[config.mk]
export PLATFORM = sky130hd
export DESIGN_NAME = serial_sub
export DESIGN_NICKNAME = d
export VERILOG_FILES = /design/src/rtl/serial_sub.sv
export SDC_FILE = /design/constraint.sdc
export NUM_CORES = 1
export LEC_CHECK = 0
export BUFFER_PORTS_ARGS = -buffer_cell sky130_fd_sc_hd__clkbuf_2
export CORE_MARGIN = 2
export CORE_UTILIZATION = 25
export CTS_CLUSTER_SIZE = 14
export DETAILED_ROUTE_END_ITERATION = 10
export GPL_TIMING_DRIVEN = 0
export PLACE_DENSITY = 0.49
export SLEW_MARGIN = 20
export SYNTH_ARGS = -nofsm -noshare
export SYNTH_HDL_FRONTEND = slang
export SYNTH_HIERARCHICAL = 1
export SYNTH_SLANG_ARGS = --single-unit
[constraint.sdc]
create_clock -name clk -period 1.4 [get_ports clk]
set_input_delay 0.28 -clock clk [delete_from_list [all_inputs] [get_ports clk]]
set_output_delay 0.28 -clock clk [all_outputs]
set_load 0.03 [all_outputs]
[src/rtl/serial_sub.sv]
// Bit-serial subtractor: one full_sub cell is stepped LSB-first over WIDTH clocks
// to form (a - b - bin) mod 2^WIDTH and the final borrow.

module full_sub (
  input  logic a,
  input  logic b,
  input  logic b_in,
  output logic difference,
  output logic b_out
);

  logic a_xor_b;

  assign a_xor_b    = a ^ b;
  assign difference = a_xor_b ^ b_in;
  // Borrow when the minuend bit is short, or equal bits pass the incoming borrow on.
  assign b_out      = (~a & b) | (~a_xor_b & b_in);

endmodule

module serial_sub #(
  parameter int WIDTH = 8
) (
  input  logic             clk,
  input  logic             rst_n,
  input  logic             start,
  input  logic [WIDTH-1:0] a,
  input  logic [WIDTH-1:0] b,
  input  logic             bin,
  output logic             busy,
  output logic             done,
  output logic [WIDTH-1:0] difference,
  output logic             bout,
  output logic [0:0]       dbg_state
);

  // Handshake: start is a request taken on any rising edge where busy=0; a, b and
  // bin are captured on that same edge. done pulses for one cycle with difference
  // and bout valid, and those outputs hold until the next completion or reset.

  localparam int CNT_W = (WIDTH > 2) ? $clog2(WIDTH) : 1;
  localparam logic [CNT_W-1:0] LAST = CNT_W'(WIDTH - 1);

  typedef enum logic {
    IDLE = 1'b0,
    RUN  = 1'b1
  } state_t;

  state_t           state;
  logic [WIDTH-1:0] a_sr;
  logic [WIDTH-1:0] b_sr;
  logic [WIDTH-2:0] diff_sr;
  logic             brw;
  logic [CNT_W-1:0] cnt;

  logic             fs_diff;
  logic             fs_bout;
  logic [WIDTH-1:0] diff_next;

  full_sub u_cell (
    .a          (a_sr[0]),
    .b          (b_sr[0]),
    .b_in       (brw),
    .difference (fs_diff),
    .b_out      (fs_bout)
  );

  // Only the upper WIDTH-1 result bits need storage; the newest bit comes from the cell.
  assign diff_next = {fs_diff, diff_sr};
  assign dbg_state = state;

  always_ff @(posedge clk or negedge rst_n) begin
    if (!rst_n) begin
      state      <= IDLE;
      a_sr       <= '0;
      b_sr       <= '0;
      diff_sr    <= '0;
      brw        <= 1'b0;
      cnt        <= '0;
      busy       <= 1'b0;
      done       <= 1'b0;
      difference <= '0;
      bout       <= 1'b0;
    end else begin
      done <= 1'b0;
      case (state)
        IDLE: begin
          if (start) begin
            a_sr  <= a;
            b_sr  <= b;
            brw   <= bin;
            cnt   <= '0;
            busy  <= 1'b1;
            state <= RUN;
          end
        end
        RUN: begin
          diff_sr <= diff_next[WIDTH-1:1];
          brw     <= fs_bout;
          a_sr    <= a_sr >> 1;
          b_sr    <= b_sr >> 1;
          if (cnt == LAST) begin
            difference <= diff_next;
            bout       <= fs_bout;
            busy       <= 1'b0;
            done       <= 1'b1;
            state      <= IDLE;
          end else begin
            cnt <= cnt + 1'b1;
          end
        end
        default: state <= IDLE;
      endcase
    end
  end

  // A result can only be reported once the datapath has gone idle.
  assert property (@(posedge clk) disable iff (!rst_n) done |-> !busy);
  assert property (@(posedge clk) disable iff (!rst_n) busy == (state == RUN));

endmodule
==> out/results.tsv <==
metric	value	unit
cell family with most CP delay	flip-flops	
critical path's most frequent cell	ha_4	
worst reg-to-reg path cell count	4	
XOR/XNOR Fraction of Synth Area	0.00499	
status	finished clean	
mux contribution to synthesized area	0.240	
r2r startpoint	cnt[0]	
flop2flop setup slack	0.03	ns
Total Wirelength	3.17	mm
simple-gate share of the synthesized area	0.0563	
Layout fillers	710	
largest family of logic cells by synthesized area	multiplexers	
core area	6790	um^2
layout cells sized above 1	0.394	
Worst setup EP type	flop	
Cell Rows	30	
Required @ worst endpoint	1.58	ns
Setup CP Type	reg2reg	
TritonCTS Buffers	5	
Clock Skews	0.00499	ns
routed len/inst	11.7	um
largest net degree at the start of global routing	40	
final layout net count	198	
GRT Residual Overflow	0	
Final Hold Viols	0	
I/O Buffers	30	
Startpoint Class	flop	
number of warnings issued by yosys	6	
global-route wire length before repair	5.40	mm
router iterations before antenna repair	4	
Period minus WS final	1.37	ns
gr usage total	0.0912	
#FFs+latches synth	39	
Avg Inst Size Synth	13.2	um^2
top-area cell type share of the netlist area	0.556	
worst slew pin tran	0.890	ns
Post-CTS Hold Fix Bufs	0	
ANT cells	0	
CTS root buffer	clkbuf_8	
CTS tree	done	
Adder-Cell Fraction of Synth Area	0.0328	
Initial Utilization	0.258	
Static Leak	1.09	nW
commonest non-fill, non-tap cell in the layout	dfrtp_1	
Buf/Inv on CP	0	
worst hold path type	in2async	
GP Congestion	0.662	
critical-path maximum fanout	5	
CP Cell Sequence	ha_4 -> ha_4 -> mux2_4 -> a22o_1	
initial antenna violation count	0	
Yosys cell types	21	
area delta synth->final	24.0	%
Final Cell Area	2180	um^2
io pins	32	
vias	1089	
Placed Area	2040	um^2
ranking of synthesized cells by area	dfrtp_1 56%, mux2_4 11%, mux2i_1 9.7%	
utilization after layout	0.320	
RSZ-0062 raised after global routing	true	
post-synth top area cell	dfrtp_1	
CTS Sinks	39	
Clock transition at path regs	0.07	ns
Skew-Pair Late Insertion Delay	0.29	ns
chip height	87.8	um
RR Endpoint	cnt[1]	
initial drt markers	25	
Arr. time, crit path	1.54	ns
die area	7710	um^2
pwr dens	2250	nW/um^2
highest clock rate	0.732	GHz
DIE WIDTH	87.8	um
max incr delay on CP	0.42	ns
post-placement setup slack	-0.0782	ns
Max Cap Violations	0	
# DRC	0	
Synth Instances	133	
final max-slew violation count	0	
most frequent cells in the layout	39 x dfrtp_1, 29 x clkbuf_2, 17 x mux2i_1, 15 x nand2_1, 15 x o21ai_0	
Slew headroom	0.407	
Max Root-Sink Buffers	2	
H-tree depth	2	
Seq/Total Area, Yosys	0.556	
count of final setup violators	0	
synthesized area	1760	um^2
vias in the first global route	1102	
Slowest-stage cell, CP	dfrtp_1	
DRT antenna net count	0	
Vias/cell	4.02	
complex-gate fraction of the synthesized area	0.0634	
Syn Nets	157	
half-perimeter wire length after placement	2.12	mm
Max VDD drop	0.000610	V
Final period util	0.976	
fin worst setup slack	0.0337	ns
==> repair_timing <==
item                                   in CTS  in global routing
setup buffers                               2                  3
resized for setup                           0                  1
endpoints found under the hold margin       0                  0
setup endpoints to repair                  11                 11
==> kinds of logic after synthesis <==
| logic type | after synthesis |
|---|---|
| AOI/OAI and AO/OA | 20 |
| adders and majority gates | 4 |
| and+or+nand+nor | 21 |
| DFF | 39 |
| xor gates and xnor gates | 1 |
| buffers and inverters | 13 |
| muxes | 35 |
==> cell usage after synthesis <==
| library cell | count |
|---|---|
| a21o_1 | 1 |
| a21oi_1 | 1 |
| a22o_1 | 2 |
| buf_2 | 2 |
| buf_4 | 2 |
| buf_6 | 3 |
| clkbuf_1 | 1 |
| dfrtp_1 | 39 |
| fa_1 | 1 |
| ha_1 | 3 |
| inv_1 | 5 |
| mux2_2 | 5 |
| mux2_4 | 13 |
| mux2i_1 | 17 |
| nand2_1 | 15 |
| nand2_8 | 1 |
| nor2_1 | 4 |
| nor3b_1 | 1 |
| o21ai_0 | 15 |
| o22ai_1 | 1 |
| xnor2_1 | 1 |
==> per-layer routing <==
metal | vias to the layer above | track usage | routed length [um]
met5 | - | 0 | 0
met4 | 0 | 0.0336 | 32
met3 | 6 | 0.0311 | 187
met2 | 31 | 0.125 | 1340
met1 | 513 | 0.132 | 1620
li1 | 539 | - | -
==> worst max path at each step <==
stage	end	depth (start not counted)	slack [ns]	startpoint
after floorplan	cnt[1]	5	-0.03	cnt[1]
after global placement	cnt[2]	5	-0.07	cnt[1]
after detailed placement	cnt[1]	5	-0.08	cnt[1]
after CTS	cnt[1]	4	0.008	cnt[0]
after global routing	cnt[1]	4	-0.02	cnt[1]
final	cnt[1]	4	0.03	cnt[0]
==> sequential cells by signal, summed over array words and instances (netlist names) <==
name and flops:
busy 1, difference 8, a_sr 8, cnt 3, diff_sr 7, brw 1, bout 1, done 1
b_sr 8, dbg_state 1
==> area by class of cell <==
| type | instances | area (um^2) | area share |
|---|---|---|---|
| sequential | 39 | 976 | 0.448 |
| clock buffer | 8 | 100 | 0.0460 |
| tap | 96 | 120 | 0.0552 |
| inverter | 5 | 18.8 | 0.00862 |
| buffer | 7 | 51.3 | 0.0236 |
| timing repair buffer | 35 | 188 | 0.0862 |
| multi-input combinational | 81 | 723 | 0.332 |
==> power by group <==
part           internal [mW]  switching, mW
Clock                  0.450          0.376
Sequential              1.62          0.315
Combinational           1.10           1.04
Total                   3.18           1.73
==> through the flow <==
step | power (mW) | instances | TNS (ns) | hold WS (ns)
final | 4.91 | 271 | 0 | 0.111
after CTS | 4.92 | 268 | 0 | 0.179
after floorplan | 3.53 | 133 | -0.0517 | -0.0156
after global routing | 5.29 | 271 | -0.0347 | 0.187
after detailed placement | 4.04 | 259 | -0.590 | 0.472
after global placement | 4.00 | 259 | -0.559 | 0.465
Note: power is estimated with default switching activity, not from simulation.
